`config.mk`:
```
export PLATFORM = sky130hd
export DESIGN_NAME = down_count_timer
export DESIGN_NICKNAME = d
export VERILOG_FILES = /design/src/rtl/down_count_timer.sv
export SDC_FILE = /design/constraint.sdc
export NUM_CORES = 1
export LEC_CHECK = 0
export CAP_MARGIN = 20
export CORE_UTILIZATION = 58
export DETAILED_ROUTE_END_ITERATION = 12
export HOLD_SLACK_MARGIN = 0.08
export PLACE_DENSITY = 0.82
export SYNTH_ARGS = -nofsm -noshare
export SYNTH_HDL_FRONTEND = slang
export SYNTH_SLANG_ARGS = --single-unit
```
`constraint.sdc`:
```
create_clock -name clk -period 2.6 [get_ports clk]
set_input_delay 0.78 -clock clk [delete_from_list [all_inputs] [get_ports clk]]
set_output_delay 0.78 -clock clk [all_outputs]
set_load 0.005 [all_outputs]
```
`src/rtl/down_count_timer.sv`:
```
// Loadable countdown timer: a prescaler turns clk into a tick every DIV cycles and each tick decrements Cout.
// Build option DOWN_COUNT_AUTO_RELOAD_EN: on reaching zero, reload the last loaded value and keep running.
module down_count_timer #(
  parameter int WIDTH = 4,
  parameter int DIV   = 27000000
) (
  input  logic             clk,
  input  logic             clr_n,
  input  logic             load,
  input  logic [WIDTH-1:0] load_val,
  input  logic             start,
  input  logic             stop,
  output logic [WIDTH-1:0] Cout,
  output logic             busy,
  output logic             done,
  output logic             tc
);

  localparam int PRE_W = (DIV > 1) ? $clog2(DIV) : 1;
  localparam logic [PRE_W-1:0] PRE_LAST = PRE_W'(DIV - 1);

  typedef enum logic [1:0] {IDLE, RUN, PAUSE, DONE} state_t;

  state_t           state_reg;
  logic [WIDTH-1:0] cout_reg;
  logic [PRE_W-1:0] pre_reg;
  logic             tc_reg;
`ifdef DOWN_COUNT_AUTO_RELOAD_EN
  logic [WIDTH-1:0] reload_reg;
`endif

  // One cycle of counting, shared by RUN and the resume edge out of PAUSE.
  logic             tick;
  logic [PRE_W-1:0] pre_step;
  logic [WIDTH-1:0] cout_step;
  logic             tc_step;
  logic             to_done;

  always_comb begin
    tick      = (pre_reg == PRE_LAST);
    pre_step  = tick ? '0 : pre_reg + PRE_W'(1);
    cout_step = cout_reg;
    tc_step   = 1'b0;
    to_done   = 1'b0;
    if (tick) begin
      if (cout_reg > WIDTH'(1)) begin
        cout_step = cout_reg - WIDTH'(1);
      end else begin
        tc_step = 1'b1;
`ifdef DOWN_COUNT_AUTO_RELOAD_EN
        cout_step = reload_reg;
`else
        cout_step = '0;
        to_done   = 1'b1;
`endif
      end
    end
  end

  always_ff @(posedge clk or negedge clr_n) begin
    if (!clr_n) begin
      state_reg  <= IDLE;
      cout_reg   <= '0;
      pre_reg    <= '0;
      tc_reg     <= 1'b0;
`ifdef DOWN_COUNT_AUTO_RELOAD_EN
      reload_reg <= '0;
`endif
    end else begin
      tc_reg <= 1'b0;
      if (load) begin
        // Load outranks everything; only a nonzero load keeps a running timer running.
        cout_reg <= load_val;
        pre_reg  <= '0;
`ifdef DOWN_COUNT_AUTO_RELOAD_EN
        reload_reg <= load_val;
`endif
        if (state_reg != RUN || load_val == '0) begin
          state_reg <= IDLE;
        end
      end else begin
        unique case (state_reg)
          IDLE: begin
            if (start && cout_reg != '0) begin
              state_reg <= RUN;
              pre_reg   <= '0;
            end
          end
          RUN: begin
            if (stop) begin
              state_reg <= PAUSE;
            end else begin
              pre_reg  <= pre_step;
              cout_reg <= cout_step;
              tc_reg   <= tc_step;
              if (to_done) state_reg <= DONE;
            end
          end
          PAUSE: begin
            if (start) begin
              state_reg <= to_done ? DONE : RUN;
              pre_reg   <= pre_step;
              cout_reg  <= cout_step;
              tc_reg    <= tc_step;
            end
          end
          DONE: begin
          end
        endcase
      end
    end
  end

  assign Cout = cout_reg;
  assign tc   = tc_reg;
  assign busy = (state_reg == RUN);
  assign done = (state_reg == DONE);

endmodule
```
==> run metrics <==
outcome=finished clean; GPL Wtd Cong=~0.85; commonest non-fill, non-tap cells in the layout=dfrtp_1 (32), nor2_1 (21), nand2_1 (18); Initial Util=62.5%; vias in the first global route=1800; drt wl/cell=approximately 17 um; crit path kind=reg2out; Cells after Synth=around 240; DRC viols=0; final hold vios=0; Synth Area per Inst=between 9 and 10 sq um; post-route ant nets=0; number of flops mapped to enable cells by yosys=0; DP HPWL=3630 um; crit path to=busy; Vias/cell=6.42; Rows=21; Core Box Area=3440 sq um; initial antenna violation count=0; CP Max Fanout=8; CP Capture Type=output pin; FF-to-FF path depth=7; number of flip-flops in the largest register=25; Total Wirelength=approximately 5200 um; Root Driver=clkbuf_8; width of the die=62.9 um; DRT iter0 DRCs=roughly 200; most common cell after layout, fill and taps aside=dfrtp_1; htree depth=2; Pwr Density=621 nW/um^2; final-report setup violation count=0; filler-free cell count of the finished design=310; Synth Flop Type=dfrtp_1; startpoint types=flop; max cap viols=0; via count=1991; Area contributors post-synth=dfrtp_1 (37%), ha_1 (4.7%), nand3_1 (4.0%); CTS tree=built; Sink Count=32; Total GRT Usage=28.2%; count of cell types in the netlist=58; Die Y=between 60 and 70 um; layout net count=280; sequential element share of the synthesized area=37.2%; Area Growth Syn to Fin=15.3%; placed instance count=302; fraction of layout cells with a size suffix above 1=11.0%; Synth area leader=dfrtp_1; IO buf count=15; Final Max Slew Viols=0; min Tclk post-route=2.42 ns; Worst-Margin Slew=~0.6 ns; largest net degree at the start of global routing=33; io pins=16; hold crit path type=reg2reg; RSZ-0062 raised after global routing=no; DIE AREA=3960 sq um; async set-reset flop share out of synthesis=100%; Worst VDD drop=roughly 0.00052 V; slew margin rel.=60.0%; CTS max path bufs=2; Synth top area share=37.2%; Setup Buffers After CTS=0; mapped cell area=2150 sq um; Setup TNS Final=0 ns; first-pass GRT wire length=about 8700 um; top achievable clock speed=~410 MHz; clock latency on the worst-skew pair=0.29 ns; Worst Setup SP=state_reg[1]; total CTS buffers=5; r2r setup slk=0.24 ns; P_leak=0.972 nW; crit path DAT=1.64 ns; Resize count post-CTS=0; # hold bufs at CTS=0; clock slew at reported path FFs=0.07 ns; Syn. warnings=0; #FFs+latches synth=32; reg-to-reg endpoint=pre_reg[6]; Final Cycle Share=93.2%; Pre-antenna DRT Iters=7; skew final=between 0.005 and 0.006 ns; antenna cells=0; hold slack=about 0.48 ns; total grt overflow=0; post-synthesis net count=between 200 and 300; Critical Path RT=between 1.5 and 2 ns; RR Startpoint=pre_reg[0]
[where the power goes]
group	internal (W)	switching, W
logic	0.000224	0.000361
clock network	0.000216	0.000185
registers	0.000524	0.0000319
[cells in the mapped netlist, drive strengths merged (2+ instances only)]
library cell  count
and4              3
inv              12
nor2             21
o31ai             2
nand3            19
or2               3
o311ai            7
a21oi             9
and2              2
nor2b             3
clkbuf            3
nor3              6
mux2i             2
and3              5
dfrtp            32
a22o              5
nand2b            5
buf               3
nor4              8
o21ai            10
o2bb2ai           5
nand2            18
o211ai            3
ha                8
a31oi            12
nand4             8
a21o              2
a211oi            3
[critical path, cell delays in order (launching register included)]
cell	delay, ns
dfrtp_1	0.41
inv_1	0.11
ha_1	0.30
clkdlybuf4s50_1	0.55
[cell families after synthesis]
| logic type | share of synthesized area [%] |
|---|---|
| DFF | 37.2 |
| and+or+nand+nor | 31.5 |
| buffers and inverters | 3.72 |
| adders and majority gates | 4.65 |
| AOI/OAI and AO/OA | 22.0 |
| muxes | 0.930 |
[per-layer routing]
| metal | routed length [um] | track usage (%) | share of wire [%] |
|---|---|---|---|
| met5 | 0 | 0 | 0 |
| met1 | 2440 | 39.8 | 47 |
| met2 | 2320 | 42.9 | 44 |
| met3 | 368 | 5.11 | 7.1 |
| met4 | 86 | 10.5 | 1.7 |
[how the worst min path moves through the flow]
stage	startpoint	endpoint	slack, ns	depth (start not counted)
floorplan	pre_reg[17]	pre_reg[17]	0.45	1
global placement	pre_reg[17]	pre_reg[17]	0.47	1
detailed placement	pre_reg[17]	pre_reg[17]	0.48	1
CTS	pre_reg[17]	pre_reg[17]	0.49	1
global route	pre_reg[17]	pre_reg[17]	0.53	1
finish	pre_reg[17]	pre_reg[17]	0.48	1
[cell type report]
class / instances / area [sq um]
Clock buffer: 8 / 90.1
Inverter: 12 / 45.0
Timing Repair Buffer: 24 / 218
Fill cell: 263 / 960
Sequential cell: 32 / 801
Multi-Input combinational cell: 188 / 1270
Tap cell: 46 / 57.6
[per-stage QoR]
| step | power (W) | setup slack, ns | instance area, sq um | util (%) |
|---|---|---|---|---|
| floorplan | 0.000938 | 0.457 | 2150 | - |
| global placement | 0.00113 | 0.186 | 2390 | 69.5 |
| detailed placement | 0.00114 | 0.0844 | 2390 | 69.5 |
| CTS | 0.00154 | 0.176 | 2480 | 72.1 |
| global route | 0.00162 | 0.0876 | 2480 | 72.1 |
| finish | 0.00154 | 0.176 | 2480 | 72.1 |
Note: power is estimated with default switching activity, not from simulation.
